File: src/rtl/stb_axi_wr_issuer_if.sv
// Store-entry input and AXI4 write-channel bundle for stb_axi_wr_issuer.
// master: the issuer's own view; slave: the store source plus the AXI memory side.
interface stb_axi_wr_issuer_if #(
    parameter int ADDR_WIDTH = 32,
    parameter int DATA_WIDTH = 128
);
    logic                    s_valid;
    logic                    s_ready;
    logic [ADDR_WIDTH-1:0]   s_addr;
    logic [DATA_WIDTH-1:0]   s_data;
    logic [DATA_WIDTH/8-1:0] s_strb;

    logic                    m_awvalid;
    logic                    m_awready;
    logic [ADDR_WIDTH-1:0]   m_awaddr;
    logic [7:0]              m_awlen;
    logic [2:0]              m_awsize;
    logic [1:0]              m_awburst;

    logic                    m_wvalid;
    logic                    m_wready;
    logic [DATA_WIDTH-1:0]   m_wdata;
    logic [DATA_WIDTH/8-1:0] m_wstrb;
    logic                    m_wlast;

    logic                    m_bvalid;
    logic                    m_bready;
    logic [1:0]              m_bresp;

    modport master (
        input  s_valid, s_addr, s_data, s_strb,
        output s_ready,
        output m_awvalid, m_awaddr, m_awlen, m_awsize, m_awburst,
        input  m_awready,
        output m_wvalid, m_wdata, m_wstrb, m_wlast,
        input  m_wready,
        input  m_bvalid, m_bresp,
        output m_bready
    );

    modport slave (
        output s_valid, s_addr, s_data, s_strb,
        input  s_ready,
        input  m_awvalid, m_awaddr, m_awlen, m_awsize, m_awburst,
        output m_awready,
        input  m_wvalid, m_wdata, m_wstrb, m_wlast,
        output m_wready,
        output m_bvalid, m_bresp,
        input  m_bready
    );
endinterface

File: src/rtl/stb_axi_wr_issuer.sv
// Store-buffer write issuer: FIFO of store entries drained as coalesced AXI4 INCR bursts.
// Optional B-channel watchdog is enabled by defining STB_WR_TIMEOUT_EN.
module stb_axi_wr_issuer #(
    parameter int ADDR_WIDTH  = 32,
    parameter int DATA_WIDTH  = 128,
    parameter int DEPTH       = 8,
    parameter int MAX_BURST   = 4,
    parameter int TIMEOUT_CYC = 100
) (
    input  logic                clk,
    input  logic                rst,
    stb_axi_wr_issuer_if.master bus,
    output logic                busy,
    output logic                resp_err
);
    localparam int STRB_W = DATA_WIDTH / 8;
    localparam int OFF_W  = $clog2(STRB_W);
    localparam int PTR_W  = $clog2(DEPTH);
    localparam int CNT_W  = PTR_W + 1;
    localparam logic [ADDR_WIDTH-1:0] BEAT_BYTES = ADDR_WIDTH'(STRB_W);

    typedef enum logic [1:0] {IDLE, AW, W, B} state_t;
    state_t state, state_nx;

    logic [ADDR_WIDTH-1:0] mem_addr [DEPTH];
    logic [DATA_WIDTH-1:0] mem_data [DEPTH];
    logic [STRB_W-1:0]     mem_strb [DEPTH];
    logic [DEPTH-1:0]      mem_cont;

    logic [PTR_W-1:0]      wr_ptr, rd_ptr;
    logic [CNT_W-1:0]      count;
    logic [ADDR_WIDTH-1:0] last_push_addr;
    logic                  last_push_valid;
    logic [ADDR_WIDTH-1:0] awaddr_q;
    logic [7:0]            awlen_q;
    logic [7:0]            beats_left;
    logic [7:0]            len_calc;

    logic                  push, pop, latch, push_cont, resp_err_nx, timeout_hit;
    logic [ADDR_WIDTH-1:0] push_addr;

    assign bus.s_ready   = (count < CNT_W'(DEPTH));
    assign push          = bus.s_valid && bus.s_ready;
    assign push_addr     = bus.s_addr & ~(BEAT_BYTES - 1'b1);
    // A page-aligned entry never continues a burst, so bursts stay inside one 4 KB page.
    assign push_cont     = last_push_valid && (push_addr == last_push_addr + BEAT_BYTES)
                           && (push_addr[11:OFF_W] != '0);
    assign busy          = (state != IDLE) || (count != '0);
    assign bus.m_awaddr  = awaddr_q;
    assign bus.m_awlen   = awlen_q;
    assign bus.m_awsize  = 3'(OFF_W);
    assign bus.m_awburst = 2'b01;

    // Burst length: head plus the unbroken run of contiguous entries queued behind it.
    always_comb begin
        logic run;
        len_calc = 8'd1;
        run      = 1'b1;
        for (int i = 1; i < MAX_BURST; i++) begin
            if (run && (CNT_W'(i) < count) && mem_cont[rd_ptr + PTR_W'(i)]) begin
                len_calc = 8'(i + 1);
            end else begin
                run = 1'b0;
            end
        end
    end

`ifdef STB_WR_TIMEOUT_EN
    localparam int TO_W = $clog2(TIMEOUT_CYC + 1);
    logic [TO_W-1:0] to_cnt;

    assign timeout_hit = (to_cnt == TO_W'(TIMEOUT_CYC - 1));

    always_ff @(posedge clk or posedge rst) begin
        if (rst) begin
            to_cnt <= '0;
        end else if (state == B && !bus.m_bvalid && !timeout_hit) begin
            to_cnt <= to_cnt + 1'b1;
        end else begin
            to_cnt <= '0;
        end
    end
`else
    assign timeout_hit = 1'b0;
`endif

    always_ff @(posedge clk or posedge rst) begin
        if (rst) begin
            state <= IDLE;
        end else begin
            state <= state_nx;
        end
    end

    always_comb begin
        // NOTE: every signal gets a default before the case so no path leaves it unassigned (no latch).
        state_nx      = state;
        pop           = 1'b0;
        latch         = 1'b0;
        resp_err_nx   = 1'b0;
        bus.m_awvalid = 1'b0;
        bus.m_wvalid  = 1'b0;
        bus.m_wdata   = '0;
        bus.m_wstrb   = '0;
        bus.m_wlast   = 1'b0;
        bus.m_bready  = 1'b0;
        case (state)
            IDLE: begin
                if (count != '0) begin
                    latch    = 1'b1;
                    state_nx = AW;
                end
            end
            AW: begin
                bus.m_awvalid = 1'b1;
                if (bus.m_awready) state_nx = W;
            end
            W: begin
                bus.m_wvalid = 1'b1;
                bus.m_wdata  = mem_data[rd_ptr];
                bus.m_wstrb  = mem_strb[rd_ptr];
                bus.m_wlast  = (beats_left == 8'd1);
                if (bus.m_wready) begin
                    pop = 1'b1;
                    if (beats_left == 8'd1) state_nx = B;
                end
            end
            B: begin
                bus.m_bready = 1'b1;
                if (bus.m_bvalid) begin
                    state_nx    = IDLE;
                    resp_err_nx = (bus.m_bresp != 2'b00);
                end else if (timeout_hit) begin
                    state_nx    = IDLE;
                    resp_err_nx = 1'b1;
                end
            end
            default: state_nx = IDLE;
        endcase
    end

    // NOTE: sequential state uses non-blocking assignments so every register samples pre-edge values.
    always_ff @(posedge clk or posedge rst) begin
        if (rst) begin
            wr_ptr          <= '0;
            rd_ptr          <= '0;
            count           <= '0;
            last_push_addr  <= '0;
            last_push_valid <= 1'b0;
            awaddr_q        <= '0;
            awlen_q         <= '0;
            beats_left      <= '0;
            resp_err        <= 1'b0;
        end else begin
            resp_err <= resp_err_nx;
            if (push) begin
                wr_ptr          <= wr_ptr + 1'b1;
                last_push_addr  <= push_addr;
                last_push_valid <= 1'b1;
            end
            if (pop) begin
                rd_ptr     <= rd_ptr + 1'b1;
                beats_left <= beats_left - 8'd1;
            end
            if (push && !pop) begin
                count <= count + 1'b1;
            end else if (!push && pop) begin
                count <= count - 1'b1;
            end
            if (latch) begin
                awaddr_q   <= mem_addr[rd_ptr];
                awlen_q    <= len_calc - 8'd1;
                beats_left <= len_calc;
            end
        end
    end

    // NOTE: the entry storage has no reset; a slot is only read after count marks it as filled.
    always_ff @(posedge clk) begin
        if (push) begin
            mem_addr[wr_ptr] <= push_addr;
            mem_data[wr_ptr] <= bus.s_data;
            mem_strb[wr_ptr] <= bus.s_strb;
            mem_cont[wr_ptr] <= push_cont;
        end
    end
endmodule

File: src/flat_wrapper.sv
// flat-port wrapper written by rule: the top's interface ports become plain ports
module stb_axi_wr_issuer_flat 
#(
    parameter int ADDR_WIDTH  = 32,
    parameter int DATA_WIDTH  = 128,
    parameter int DEPTH       = 8,
    parameter int MAX_BURST   = 4,
    parameter int TIMEOUT_CYC = 100
)
  (clk, rst, busy, resp_err, bus_s_valid, bus_s_addr, bus_s_data, bus_s_strb, bus_s_ready, bus_m_awvalid, bus_m_awaddr, bus_m_awlen, bus_m_awsize, bus_m_awburst, bus_m_awready, bus_m_wvalid, bus_m_wdata, bus_m_wstrb, bus_m_wlast, bus_m_wready, bus_m_bvalid, bus_m_bresp, bus_m_bready);
  stb_axi_wr_issuer_if #(.ADDR_WIDTH(ADDR_WIDTH), .DATA_WIDTH(DATA_WIDTH)) bus_i ();
  input  logic clk;
  input  logic rst;
  output logic busy;
  output logic resp_err;
  input wire logic [$bits(bus_i.s_valid)-1:0] bus_s_valid;
  input wire logic [$bits(bus_i.s_addr)-1:0] bus_s_addr;
  input wire logic [$bits(bus_i.s_data)-1:0] bus_s_data;
  input wire logic [$bits(bus_i.s_strb)-1:0] bus_s_strb;
  output wire logic [$bits(bus_i.s_ready)-1:0] bus_s_ready;
  output wire logic [$bits(bus_i.m_awvalid)-1:0] bus_m_awvalid;
  output wire logic [$bits(bus_i.m_awaddr)-1:0] bus_m_awaddr;
  output wire logic [$bits(bus_i.m_awlen)-1:0] bus_m_awlen;
  output wire logic [$bits(bus_i.m_awsize)-1:0] bus_m_awsize;
  output wire logic [$bits(bus_i.m_awburst)-1:0] bus_m_awburst;
  input wire logic [$bits(bus_i.m_awready)-1:0] bus_m_awready;
  output wire logic [$bits(bus_i.m_wvalid)-1:0] bus_m_wvalid;
  output wire logic [$bits(bus_i.m_wdata)-1:0] bus_m_wdata;
  output wire logic [$bits(bus_i.m_wstrb)-1:0] bus_m_wstrb;
  output wire logic [$bits(bus_i.m_wlast)-1:0] bus_m_wlast;
  input wire logic [$bits(bus_i.m_wready)-1:0] bus_m_wready;
  input wire logic [$bits(bus_i.m_bvalid)-1:0] bus_m_bvalid;
  input wire logic [$bits(bus_i.m_bresp)-1:0] bus_m_bresp;
  output wire logic [$bits(bus_i.m_bready)-1:0] bus_m_bready;
  assign bus_i.s_valid = bus_s_valid;
  assign bus_i.s_addr = bus_s_addr;
  assign bus_i.s_data = bus_s_data;
  assign bus_i.s_strb = bus_s_strb;
  assign bus_s_ready = bus_i.s_ready;
  assign bus_m_awvalid = bus_i.m_awvalid;
  assign bus_m_awaddr = bus_i.m_awaddr;
  assign bus_m_awlen = bus_i.m_awlen;
  assign bus_m_awsize = bus_i.m_awsize;
  assign bus_m_awburst = bus_i.m_awburst;
  assign bus_i.m_awready = bus_m_awready;
  assign bus_m_wvalid = bus_i.m_wvalid;
  assign bus_m_wdata = bus_i.m_wdata;
  assign bus_m_wstrb = bus_i.m_wstrb;
  assign bus_m_wlast = bus_i.m_wlast;
  assign bus_i.m_wready = bus_m_wready;
  assign bus_i.m_bvalid = bus_m_bvalid;
  assign bus_i.m_bresp = bus_m_bresp;
  assign bus_m_bready = bus_i.m_bready;
  stb_axi_wr_issuer #(.ADDR_WIDTH(ADDR_WIDTH), .DATA_WIDTH(DATA_WIDTH), .DEPTH(DEPTH), .MAX_BURST(MAX_BURST), .TIMEOUT_CYC(TIMEOUT_CYC)) u_core (.clk(clk), .rst(rst), .bus(bus_i), .busy(busy), .resp_err(resp_err));
endmodule
File: config.mk
export PLATFORM = sky130hd
export DESIGN_NAME = stb_axi_wr_issuer_flat
export DESIGN_NICKNAME = d
export VERILOG_FILES = /design/src/rtl/stb_axi_wr_issuer_if.sv /design/src/rtl/stb_axi_wr_issuer.sv /design/src/flat_wrapper.sv
export SDC_FILE = /design/constraint.sdc
export NUM_CORES = 2
export LEC_CHECK = 0
export BUFFER_PORTS_ARGS = -buffer_cell sky130_fd_sc_hd__buf_2
export CORE_MARGIN = 3
export CORE_UTILIZATION = 60
export CTS_CLUSTER_SIZE = 14
export DETAILED_ROUTE_END_ITERATION = 7
export HOLD_SLACK_MARGIN = 0.02
export PLACE_DENSITY = 0.77
export SETUP_SLACK_MARGIN = 0.15
export SLEW_MARGIN = 20
export SYNTH_ARGS = -nofsm -noshare
export SYNTH_HDL_FRONTEND = slang
export SYNTH_SLANG_ARGS = --single-unit
File: constraint.sdc
create_clock -name clk -period 20.8 [get_ports clk]
set_input_delay 2.08 -clock clk [delete_from_list [all_inputs] [get_ports clk]]
set_output_delay 2.08 -clock clk [all_outputs]
set_load 0.02 [all_outputs]
==> results.py <==
metrics = {
    "min_path": {
        "min_path_type": "reg -> reg",
        "hold_depth": 1,
    },
    "routing": {
        "antenna_left": 0,
        "routed_wl_um": 120000,
        "viasPerCell": 6.15,
        "drtIter0Drc": 2457,
        "drc_errors": 0,
        "wl_per_cell_um": 26.6,
        "routedLengthMet1_um": 45800,
        "wl_met2_um": 61900,
        "firstDrtPassIters": 5,
        "wl_met3_um": 8530,
        "routed.top_layer": "met5",
        "vias": 27600,
    },
    "clock_network": {
        "insertion_delay_ns": 0.73,
        "cts_root_buf": "clkbuf_16",
        "ctsHoldBuffers": 0,
        "cts_tree": "yes",
        "numCtsBuffers": 146,
        "clock_sinks": 1467,
        "cts_resized": 0,
        "clk_pin_slew_ns": 0.06,
        "clk_path_buf_depth": 3,
        "htreeDepth": 4,
        "cts_setup_buffers": 0,
    },
    "power": {
        "switchingPower_mw": 2.68,
        "seqPwrFrac_pct": 42.3,
        "ir_worst_vdd_mv": 0.125,
        "p_leak_nw": 22.2,
        "internal_power_mw": 6.24,
        "powerDensity_nw_per_um2": 137,
        "clkPwrFrac_pct": 28.8,
        "pwr-share-comb_pct": 28.9,
        "swShare_pct": 30.1,
    },
    "floorplanning": {
        "core_um2": 93900,
        "dieHeight_um": 315,
        "dieArea_um2": 99000,
        "ioPinCount": 380,
        "die_w_um": 315,
        "start_util_pct": 60.9,
        "rows": 112,
    },
    "worst_setup_path": {
        "cp.arrival_ns": 4.53,
        "cpMaxStageDelayCell": "buf_4",
        "cp_max_fo": 110,
        "slowest_delay_ns": 0.91,
        "reg2regPathDepth": 9,
        "cp-start-kind": "register",
        "crit_type": "reg -> out",
        "end_kind": "output pin",
        "crit_chain": "buf_12 > buf_4 > mux4_2 > mux2i_1 > nor2b_1 > buf_2",
        "cp.required_ns": 18.72,
    },
    "finish": {
        "stdcell_count": 4494,
        "layout-drive-gt1-share_pct": 30.8,
        "syn2layout_area_growth_pct": 14.1,
        "fin_nets": 3299,
    },
    "sta": {
        "setup_viol": 0,
        "hold_violations": 0,
        "timing.fmax_mhz": 151,
        "skew_ns": 0.0223,
        "slew_headroom_pct": 23.9,
        "postLayoutSetupSlackWorst_ns": 14.19,
        "tightest_slew_ns": 1.14,
        "rsz0062_at_grt": "no",
        "min_period_ns": 6.61,
        "drv_slew": 0,
        "timing.final.crit_share_pct": 31.8,
        "setup_tns_ns": 0,
    },
    "synth": {
        "synth-edff-count": 1384,
        "yosys.area.top_type": "edfxtp_1",
        "synthArstFlopShare_pct": 5.66,
        "syn_area_um2": 57100,
        "synth-seq-area-share_pct": 76.4,
        "syn_area_per_cell_um2": 21.3,
        "synth-warning-count": 0,
        "synthFlopType": "edfxtp_1",
        "synthCells": 2677,
        "synth_top_area_share_pct": 72.7,
        "synthTopCellsByArea": "edfxtp_1 73%, mux4_2 14%, dfrtp_1 3.6%, mux2i_1 3.1%, nor2b_1 1.6%",
        "yosysUniqueCellTypes": 56,
        "yosys_register_bits": 1467,
    },
    "outcome": {
        "status": "finished clean",
    },
    "placement": {
        "io_buffers": 366,
        "placed_cells": 4204,
        "dp_slack_ns": 14.83,
        "routabilityCongestion": 0.802,
        "dpl.hpwl_um": 63400,
    },
    "global_routing": {
        "grt_max_degree": 174,
        "grt_pass1_wl_um": 180000,
        "grtUsageTotal_pct": 24.6,
        "grt_overflow": 0,
        "antenna_found_initial": 34,
        "grt_pass1_vias": 29500,
    },
    "run": {
        "cap_violations": 0,
    },
}
## flip-flops by register name, indices dropped and copies added (netlist names), 4 cells and up
signal / flops
u_core.mem_cont: 8
u_core.bus.m_awlen: 5
u_core.last_push_addr: 28
u_core.beats_left: 8
u_core.mem_data: 1024
u_core.bus.m_awaddr: 28
u_core.mem_strb: 128
u_core.count: 4
u_core.mem_addr: 224
## power groups by stage
stage | Combinational (mW) | Sequential, mW | Clock [mW]
6_report | 2.57 | 3.77 | 2.57
5_1_grt | 2.77 | 3.80 | 2.73
2_1_floorplan | 1.91 | 3.87 | 0
4_1_cts | 2.62 | 3.77 | 2.62
3_3_place_gp | 2.55 | 3.79 | 0
3_5_place_dp | 2.60 | 3.83 | 0
## final timing paths
check                                          end                   start  slack, ns
max                                bus_m_wdata[14]        u_core.rd_ptr[0]      14.19
min                         u_core.last_push_valid  u_core.last_push_valid       0.49
max reg2reg                 u_core.mem_data[4][22]         u_core.count[3]      16.69
min reg2reg                 u_core.last_push_valid  u_core.last_push_valid       0.49
max in group asynchronous  u_core.bus.m_awaddr[12]                     rst      18.22
min in group asynchronous     u_core.beats_left[7]                     rst       1.38
## placed cells by master, fill, tap and decap left out, types with 5 or more instances in the layout
cell type,netlist,layout
buf_12,0,6
nor2b_1,147,147
clkbuf_16,0,151
nand2_1,107,107
inv_6,0,5
clkinvlp_4,0,5
xnor2_1,31,31
a21oi_1,36,36
buf_2,41,366
xor2_1,20,20
inv_1,15,14
conb_1,2,9
nor3_1,9,5
mux2i_1,178,178
mux4_2,350,350
clkinv_1,1,26
and3_1,6,6
buf_4,12,36
clkbuf_1,67,31
clkinv_2,0,25
edfxtp_1,1384,1384
bufinv_16,0,13
o21ai_0,10,10
nor2_1,51,48
nand3_1,12,12
or3_1,5,5
dfrtp_1,83,80
ha_1,17,16
diode_2,0,25
nor4_1,7,6
nand4_1,6,6
clkinv_8,0,6
## cell type report
type,instances,area [um2]
Antenna cell,25,62.6
Clock buffer,186,3950
Clock inverter,79,792
Fill cell,5635,28700
Inverter,16,61.3
Multi-Input combinational cell,1058,12900
Sequential cell,1467,43600
Tap cell,1254,1570
Timing Repair Buffer,409,2230
## through the flow
stage | util [%] | cell area [um2] | hold slack, ns | power [mW]
finish | 69.5 | 65200 | 0.487 | 8.91
global route | 69.4 | 65200 | 0.515 | 9.30
CTS | 69.4 | 65100 | 0.480 | 9.01
detailed placement | 64.3 | 60400 | 0.467 | 6.42
global placement | 64.3 | 60400 | 0.450 | 6.34
floorplan | - | 57200 | 0.439 | 5.78
## synthesized netlist by cell type, types with 10 or more instances
master    number
xor2_1        20
buf_2         41
nor2_1        51
buf_4         12
dfrtp_1       83
nor2b_1      147
mux4_2       350
inv_1         15
xnor2_1       31
o21ai_0       10
nand3_1       12
mux2i_1      178
clkbuf_1      67
a21oi_1       36
edfxtp_1    1384
nand2_1      107
ha_1          17
buf_1         23
## cell families after synthesis
family	count (synthesis)	share of synthesized area (%)
adder cells (fa/ha/maj)	17	0.372
AND/OR/NAND/NOR	382	3.57
flip-flops	1467	76.4
multiplexers	529	16.9
buffers and inverters	159	1.21
XOR/XNOR	51	0.782
AO/OA/AOI/OAI	70	0.738
other	2	0.0131
## layer usage
metal / GRT usage, % / up-vias
li1: - / 11800
met1: 32.2 / 14500
met2: 41.2 / 1062
met3: 5.58 / 215
met4: 8.35 / 18
met5: 0 / -
## worst max-delay path, delay by kind of cell (launching register included)
kind,cells,cell delay (ns)
multiplexers,2,0.85
flip-flops,1,0.90
buffers and inverters,3,1.79
AND/OR/NAND/NOR,1,0.12
Power figures use the tool's default switching activity.
